$ cat src/rtl/palette_mux.sv
// palette_mux: registered, runtime-programmable colour palette with
// per-entry blink and blanking-aware output on the pixel clock.
// Two-stage pipeline: stage 1 looks up the palette, stage 2 applies
// blanking and the blink phase.
module palette_mux #(
    parameter int unsigned          COLOR_W     = 24,
    parameter int unsigned          N_ENTRIES   = 4,
    parameter int unsigned          BLINK_DIV   = 30,
    parameter logic [COLOR_W-1:0]   BLINK_COLOR = '0,
    localparam int unsigned         SEL_W       = (N_ENTRIES > 1) ? $clog2(N_ENTRIES) : 1
) (
    input  logic               clk,
    input  logic               rst_n,
    input  logic [SEL_W-1:0]   sel,
    input  logic               de,
    input  logic               frame_tick,
    input  logic               wr_en,
    input  logic [SEL_W-1:0]   wr_addr,
    input  logic [COLOR_W-1:0] wr_data,
    input  logic               wr_blink,
    output logic [COLOR_W-1:0] display,
    output logic               display_de
);

    localparam int unsigned        CNT_W    = (BLINK_DIV > 1) ? $clog2(BLINK_DIV) : 1;
    localparam logic [CNT_W-1:0]   CNT_LAST = CNT_W'(BLINK_DIV - 1);
    localparam logic [31:0]        N_LIM    = 32'(N_ENTRIES);
    localparam logic [COLOR_W-1:0] RST_BG   = COLOR_W'(24'hE10000);
    localparam logic [COLOR_W-1:0] RST_LINE = COLOR_W'(24'hFFFFFF);

    logic [COLOR_W-1:0]   pal [N_ENTRIES];
    logic [N_ENTRIES-1:0] blink;

    logic                 sel_ok;
    logic                 wr_ok;

    logic                 de_s1;
    logic [COLOR_W-1:0]   color_s1;
    logic                 blink_s1;

    logic [CNT_W-1:0]     frame_cnt;
    logic                 phase;

    // Indices beyond the populated entries read as black and ignore writes.
    always_comb begin
        sel_ok = (32'(sel) < N_LIM);
        wr_ok  = (32'(wr_addr) < N_LIM);
    end

    // Palette storage; writes land at the edge, so a same-edge read sees the old entry.
    always_ff @(posedge clk or negedge rst_n) begin
        if (!rst_n) begin
            for (int unsigned i = 0; i < N_ENTRIES; i++) begin
                pal[i] <= '0;
            end
            pal[0] <= RST_BG;
            pal[1] <= RST_LINE;
            blink  <= '0;
        end else if (wr_en && wr_ok) begin
            pal[wr_addr]   <= wr_data;
            blink[wr_addr] <= wr_blink;
        end
    end

    // Stage 1: palette lookup and display-enable capture.
    always_ff @(posedge clk or negedge rst_n) begin
        if (!rst_n) begin
            de_s1    <= 1'b0;
            color_s1 <= '0;
            blink_s1 <= 1'b0;
        end else begin
            de_s1 <= de;
            if (sel_ok) begin
                color_s1 <= pal[sel];
                blink_s1 <= blink[sel];
            end else begin
                color_s1 <= '0;
                blink_s1 <= 1'b0;
            end
        end
    end

    // Stage 2: blanking and blink substitution into the output register.
    always_ff @(posedge clk or negedge rst_n) begin
        if (!rst_n) begin
            display    <= '0;
            display_de <= 1'b0;
        end else begin
            display_de <= de_s1;
            if (!de_s1) begin
                display <= '0;
            end else if (blink_s1 && phase) begin
                display <= BLINK_COLOR;
            end else begin
                display <= color_s1;
            end
        end
    end

    // Blink timer: phase toggles every BLINK_DIV frame ticks.
    always_ff @(posedge clk or negedge rst_n) begin
        if (!rst_n) begin
            frame_cnt <= '0;
            phase     <= 1'b0;
        end else if (frame_tick) begin
            if (frame_cnt == CNT_LAST) begin
                frame_cnt <= '0;
                phase     <= ~phase;
            end else begin
                frame_cnt <= frame_cnt + 1'b1;
            end
        end
    end

endmodule

$ cat config.mk
export PLATFORM = sky130hd
export DESIGN_NAME = palette_mux
export DESIGN_NICKNAME = d
export VERILOG_FILES = /design/src/rtl/palette_mux.sv
export SDC_FILE = /design/constraint.sdc
export NUM_CORES = 1
export LEC_CHECK = 0
export BUFFER_PORTS_ARGS = -buffer_cell sky130_fd_sc_hd__buf_4
export CAP_MARGIN = 15
export CORE_ASPECT_RATIO = 1.4
export CORE_UTILIZATION = 50
export CTS_BUF_LIST = sky130_fd_sc_hd__clkbuf_2
export DETAILED_ROUTE_END_ITERATION = 16
export GPL_TIMING_DRIVEN = 0
export PLACE_DENSITY = 0.7
export SLEW_MARGIN = 20
export SYNTH_ARGS = -nofsm -noshare
export SYNTH_HDL_FRONTEND = slang
export SYNTH_SLANG_ARGS = --single-unit
$ cat constraint.sdc
create_clock -name clk -period 3.2 [get_ports clk]
set_input_delay 0.32 -clock clk [delete_from_list [all_inputs] [get_ports clk]]
set_output_delay 0.32 -clock clk [all_outputs]
set_load 0.03 [all_outputs]
# --- Word-level counts from Yosys, hierarchy flattened ---
# Cells that the tools add are included.
totals:
  out_inout_bits: 25
  register_bits: 157
op_classes:
  bitwise_logic: 3
  add_sub_neg: 1
  n_eq_ne: 1
  order_cmp: 6
  mux: 14
  n_reduce_logical: 4
ops:
  columns: ["op", "count"]
  rows:
  - ["$mux W24", 5]
  - ["$bwmux W96", 1]
  - ["$bmux W24 S2", 1]
  - ["$demux W24 S2", 1]
  - ["$ge A3 B3 Y1 const B", 2]
  - ["$lt A2 B3 Y1 const B", 2]
  - ["$not A2 Y3", 2]
  - ["$add A5 B1 Y5 const B", 1]
  - ["$eq A5 B5 Y1 const B", 1]
  - ["$mux W5", 1]
  - ["$bwmux W4", 1]
  - ["$logic_and A1 B1 Y1", 3]
  - ["$lt A3 B1 Y1 const B", 1]
  - ["$bmux W1 S2", 1]
  - ["$demux W1 S2", 1]
  - ["$ge A2 B1 Y1 const B", 1]
  - ["$mux W1", 2]
  - ["$reduce_and A2 Y1", 1]
  - ["$not A1 Y1", 1]

# --- Depth between registers and ports, before layout ---
depth:
  ltp_word: 6
  mapped_depth: 5

# --- Worst setup path after synthesis ---
# No wires, ideal clock.
synth_timing:
  path_type: "input to register"
  from: "input sel[0]"
  to: "register color_s1[10]"
  t_required_ps: 3062
  setup_slack_ps: 1816
  stages: 3
  arrival_time_ps: 1246
  cell_sequence: "buf_2 -> buf_4 -> mux4_2"
synth_via:
  elab_chain_len: 4
synth_lines:
  columns: ["element", "line_no", "text"]
  rows:
  - ["start, declared", "14", "input logic [SEL_W-1:0] sel,"]
  - ["$not A2 Y3 (implied by the code)", "74", "color_s1 <= pal[sel];"]
  - ["$bmux W24 S2", "74", null]
  - ["$mux W24 (implied by the code) (2 in a row)", "74", null]
  - ["end signal, assigned", "74", null]
  - ["end, declared", "38", "logic [COLOR_W-1:0] color_s1;"]
# No other way between the ends. The select of a mux whose other input is x is not followed.
# A chain may end at the register's enable or synchronous reset.

# --- Worst setup path in the final report ---
layout_timing:
  from: "register phase"
  to: "register display[12]"
layout_via:
  elab_chain_len: 3
layout_lines:
  columns: ["element", "line_no", "text"]
  rows:
  - ["start, declared", "42", "logic phase;"]
  - ["start signal, assigned", "108", "phase <= ~phase;"]
  - ["$logic_and A1 B1 Y1", "92", "end else if (blink_s1 && phase) begin"]
  - ["$mux W24", "92", null]
  - ["$mux W24", "90", "if (!de_s1) begin"]
  - ["end signal, assigned", "95", "display <= color_s1;"]
  - ["end, declared", "21", "output logic [COLOR_W-1:0] display,"]
# No other way between the ends.

==> metrics.log <==
INFO  metric drtPass1Iterations = 4
INFO  metric post_synth_instance_area = 6130 um^2
INFO  metric layout-drive-gt1-share = 55.4%
INFO  metric design.portCount = 59
INFO  metric synth.most_common_cell = dfrtp_1
INFO  metric synth_ff_type = dfrtp_1
INFO  metric cts_tree = built
INFO  metric cts.hold.buffers_added = 28
INFO  metric synth_edf_count = 0
INFO  metric clock_insertion_delay_worst_skew = 0.69 ns
INFO  metric die-area = 12700 um^2
INFO  metric finalHoldViolCount = 0
INFO  metric highest_clock_rate = 574 MHz
INFO  metric synthDistinctLibCells = 31
INFO  metric cts_repair_resize_count = 0
INFO  metric reg2reg_slack = 1.46 ns
INFO  metric wirelength = 10600 um
INFO  metric worstSetupEndpointType = flip-flop
INFO  metric synth_area_leader_cell = dfrtp_1
INFO  metric worstPathArrival = 2.38 ns
INFO  metric clock_skew = 0.0260 ns
INFO  metric area_of_the_placeable_core = 11900 um^2
INFO  metric vdd_drop_max = 0.000351 V
INFO  metric timing.setup.critical_path_class = reg -> reg
INFO  metric synth-async-reset-ratio = 100%
INFO  metric crit_fanout = 10
INFO  metric antenna_found_initial = 1
INFO  metric cp-start-kind = flip-flop
INFO  metric antenna_violating_nets_post_route = 0
INFO  metric layout_worst_path_cycle_share = 54.5%
INFO  metric average_routed_wire_per_standard_cell = 17.3 um
INFO  metric worst_setup_path_startpoint = phase
INFO  metric remaining_global_route_overflow = 0
INFO  metric setup-violations-final = 0
INFO  metric final_period_minus_worst_setup_slack = 1.74 ns
INFO  metric totalPowerFinal = 4690 uW
INFO  metric first_global_vias = 3604
INFO  metric rsz0062_at_grt = no
INFO  metric placedCellCount = 554
INFO  metric worst_r2r_startpoint = phase
INFO  metric worst-slew-pin-transition = 0.752 ns
INFO  metric leakage = 0.00322 uW
INFO  metric hold_class = in -> reg
INFO  metric hpwl = 6830 um
INFO  metric grt_util_all_layers = 18.9%
INFO  metric max_cap_viol_count = 0
INFO  metric cts.reportedPaths.clkPinSlew = 0.22 ns
INFO  metric yosysWarningCount = 0
INFO  metric cts.htree.levels = 4
INFO  metric hold_path_end = pal[72]
INFO  metric timing.setup.tns = 0 ns
INFO  metric clock_sink_count = 157
INFO  metric cellPowerDensity = 638 nW/um^2
INFO  metric synth.top_cells.by_area = dfrtp_1, mux2_2, dfstp_2
INFO  metric timing.critical_path.required = 3.84 ns
INFO  metric routed-via-count = 3253
INFO  metric synth_common_cells = dfrtp_1, mux2_2, dfstp_2, mux4_2, and2_1
INFO  metric stdcell_count = 614
INFO  metric timing.slew.headroom = 49.4%
INFO  metric fin_worst_hold_slack = 0.0834 ns
INFO  metric grt_pass1_wl = 17500 um
INFO  metric timing_max_transition_violations_final = 0
INFO  metric final_net_count = 490
INFO  metric outcome = completed
INFO  metric routed_via_density = 5.30
INFO  metric grt_max_degree = 93
INFO  metric io_buffer_count = 56
INFO  metric floorplan.initialDensity = 51.6%
INFO  metric die_w = 95.6 um
INFO  metric hold_path.startpoint = wr_addr[0]
INFO  metric r2r-end = display[12]
INFO  metric whs_path_depth = 3
INFO  metric area_delta_synth_final = 19.7%
INFO  metric synthDominantCellAreaShare = 52.6%
INFO  metric drt-initial-drc-count = 141
INFO  metric syn-num-nets = 386
INFO  metric synth-seq-area-share = 64.6%
INFO  metric postCtsSetupBuffers = 0
INFO  metric synthesis.area_per_instance = 17.5 um^2
INFO  metric die_y = 133 um
INFO  metric clock_tree.buffer_depth = 2
INFO  metric cts_inserted_buffers = 17
INFO  metric synthCells = 350
INFO  metric cts.root.buffer_cell = clkbuf_2
INFO  metric reg2reg_depth = 3
INFO  metric std_cell_rows = 47
INFO  metric post-route-drc-count = 0
INFO  metric postSynthRegisterBits = 157
INFO  metric finalWeightedCongestion = 0.676
## cells in the final DEF (no fill, tap or decap), types with 5 or more instances in the layout
| master | instances |
|---|---|
| and2_1 | 24 |
| buf_2 | 5 |
| buf_4 | 57 |
| buf_6 | 6 |
| bufinv_16 | 5 |
| clkbuf_2 | 18 |
| clkinv_2 | 5 |
| dfrtp_1 | 129 |
| dfstp_2 | 28 |
| dlygate4sd3_1 | 28 |
| mux2_2 | 99 |
| mux4_2 | 25 |
## area by class of cell
class,instances,area (um^2)
antenna,1,2.50
fill,937,4540
clock inverter,13,198
timing repair buffer,85,736
clock buffer,18,90.1
multi-input combinational,175,2040
sequential,157,3960
tap,147,184
buffer,17,123
inverter,1,3.75
## worst max path at each step
stage	slack (ns)	cells after the start	end
floorplan	1.82	3	color_s1[10]
global placement	1.15	1	pal[25]
detailed placement	1.38	3	display[12]
CTS	1.33	3	display[12]
global route	1.26	3	display[12]
finish	1.46	3	display[12]
## metrics by stage
stage | setup WS [ns] | instance area [um^2] | utilization [%]
floorplan | 1.82 | 6130 | -
global placement | 1.15 | 6740 | 56.7
detailed placement | 1.38 | 6770 | 57.0
CTS | 1.33 | 7340 | 61.8
global route | 1.26 | 7340 | 61.8
finish | 1.46 | 7340 | 61.8
## state kept, by name, indices dropped and copies added (netlist names)
name        cells
de_s1           1
phase           1
display_de      1
pal            96
color_s1       24
display        24
frame_cnt       5
blink_s1        1
blink           4
## worst max-delay path: stages (launching register included)
cell and delay [ns]:
dfrtp_1 0.43, a21boi_0 0.62, clkbuf_1 0.42, and2_1 0.24
## routing by layer
| layer | wire, um | track usage, % |
|---|---|---|
| met5 | 0 | 0 |
| met4 | 162 | 7.21 |
| met3 | 365 | 5.52 |
| met2 | 5870 | 33.0 |
| met1 | 4230 | 21.4 |
## power breakdown
group / switching [uW] / internal (uW) / total, uW / leakage [uW]
clock: 651 / 582 / 1230 / 0.000165
sequential: 173 / 2420 / 2600 / 0.00185
combinational: 370 / 486 / 857 / 0.00121
## logic make-up (layout without fill, tap and decap cells)
kind of cell | Yosys count | in the layout | synth area share [%]
AOI/OAI and AO/OA | 9 | 9 | 0.939
xor gates and xnor gates | 1 | 1 | 0.143
adders and majority gates | 2 | 2 | 0.408
buffers and inverters | 18 | 134 | 2.06
DFF | 157 | 157 | 64.6
muxes | 125 | 125 | 27.5
other | 0 | 1 | 0
and+or+nand+nor | 38 | 38 | 4.26
(Power assumes the default switching activity.)
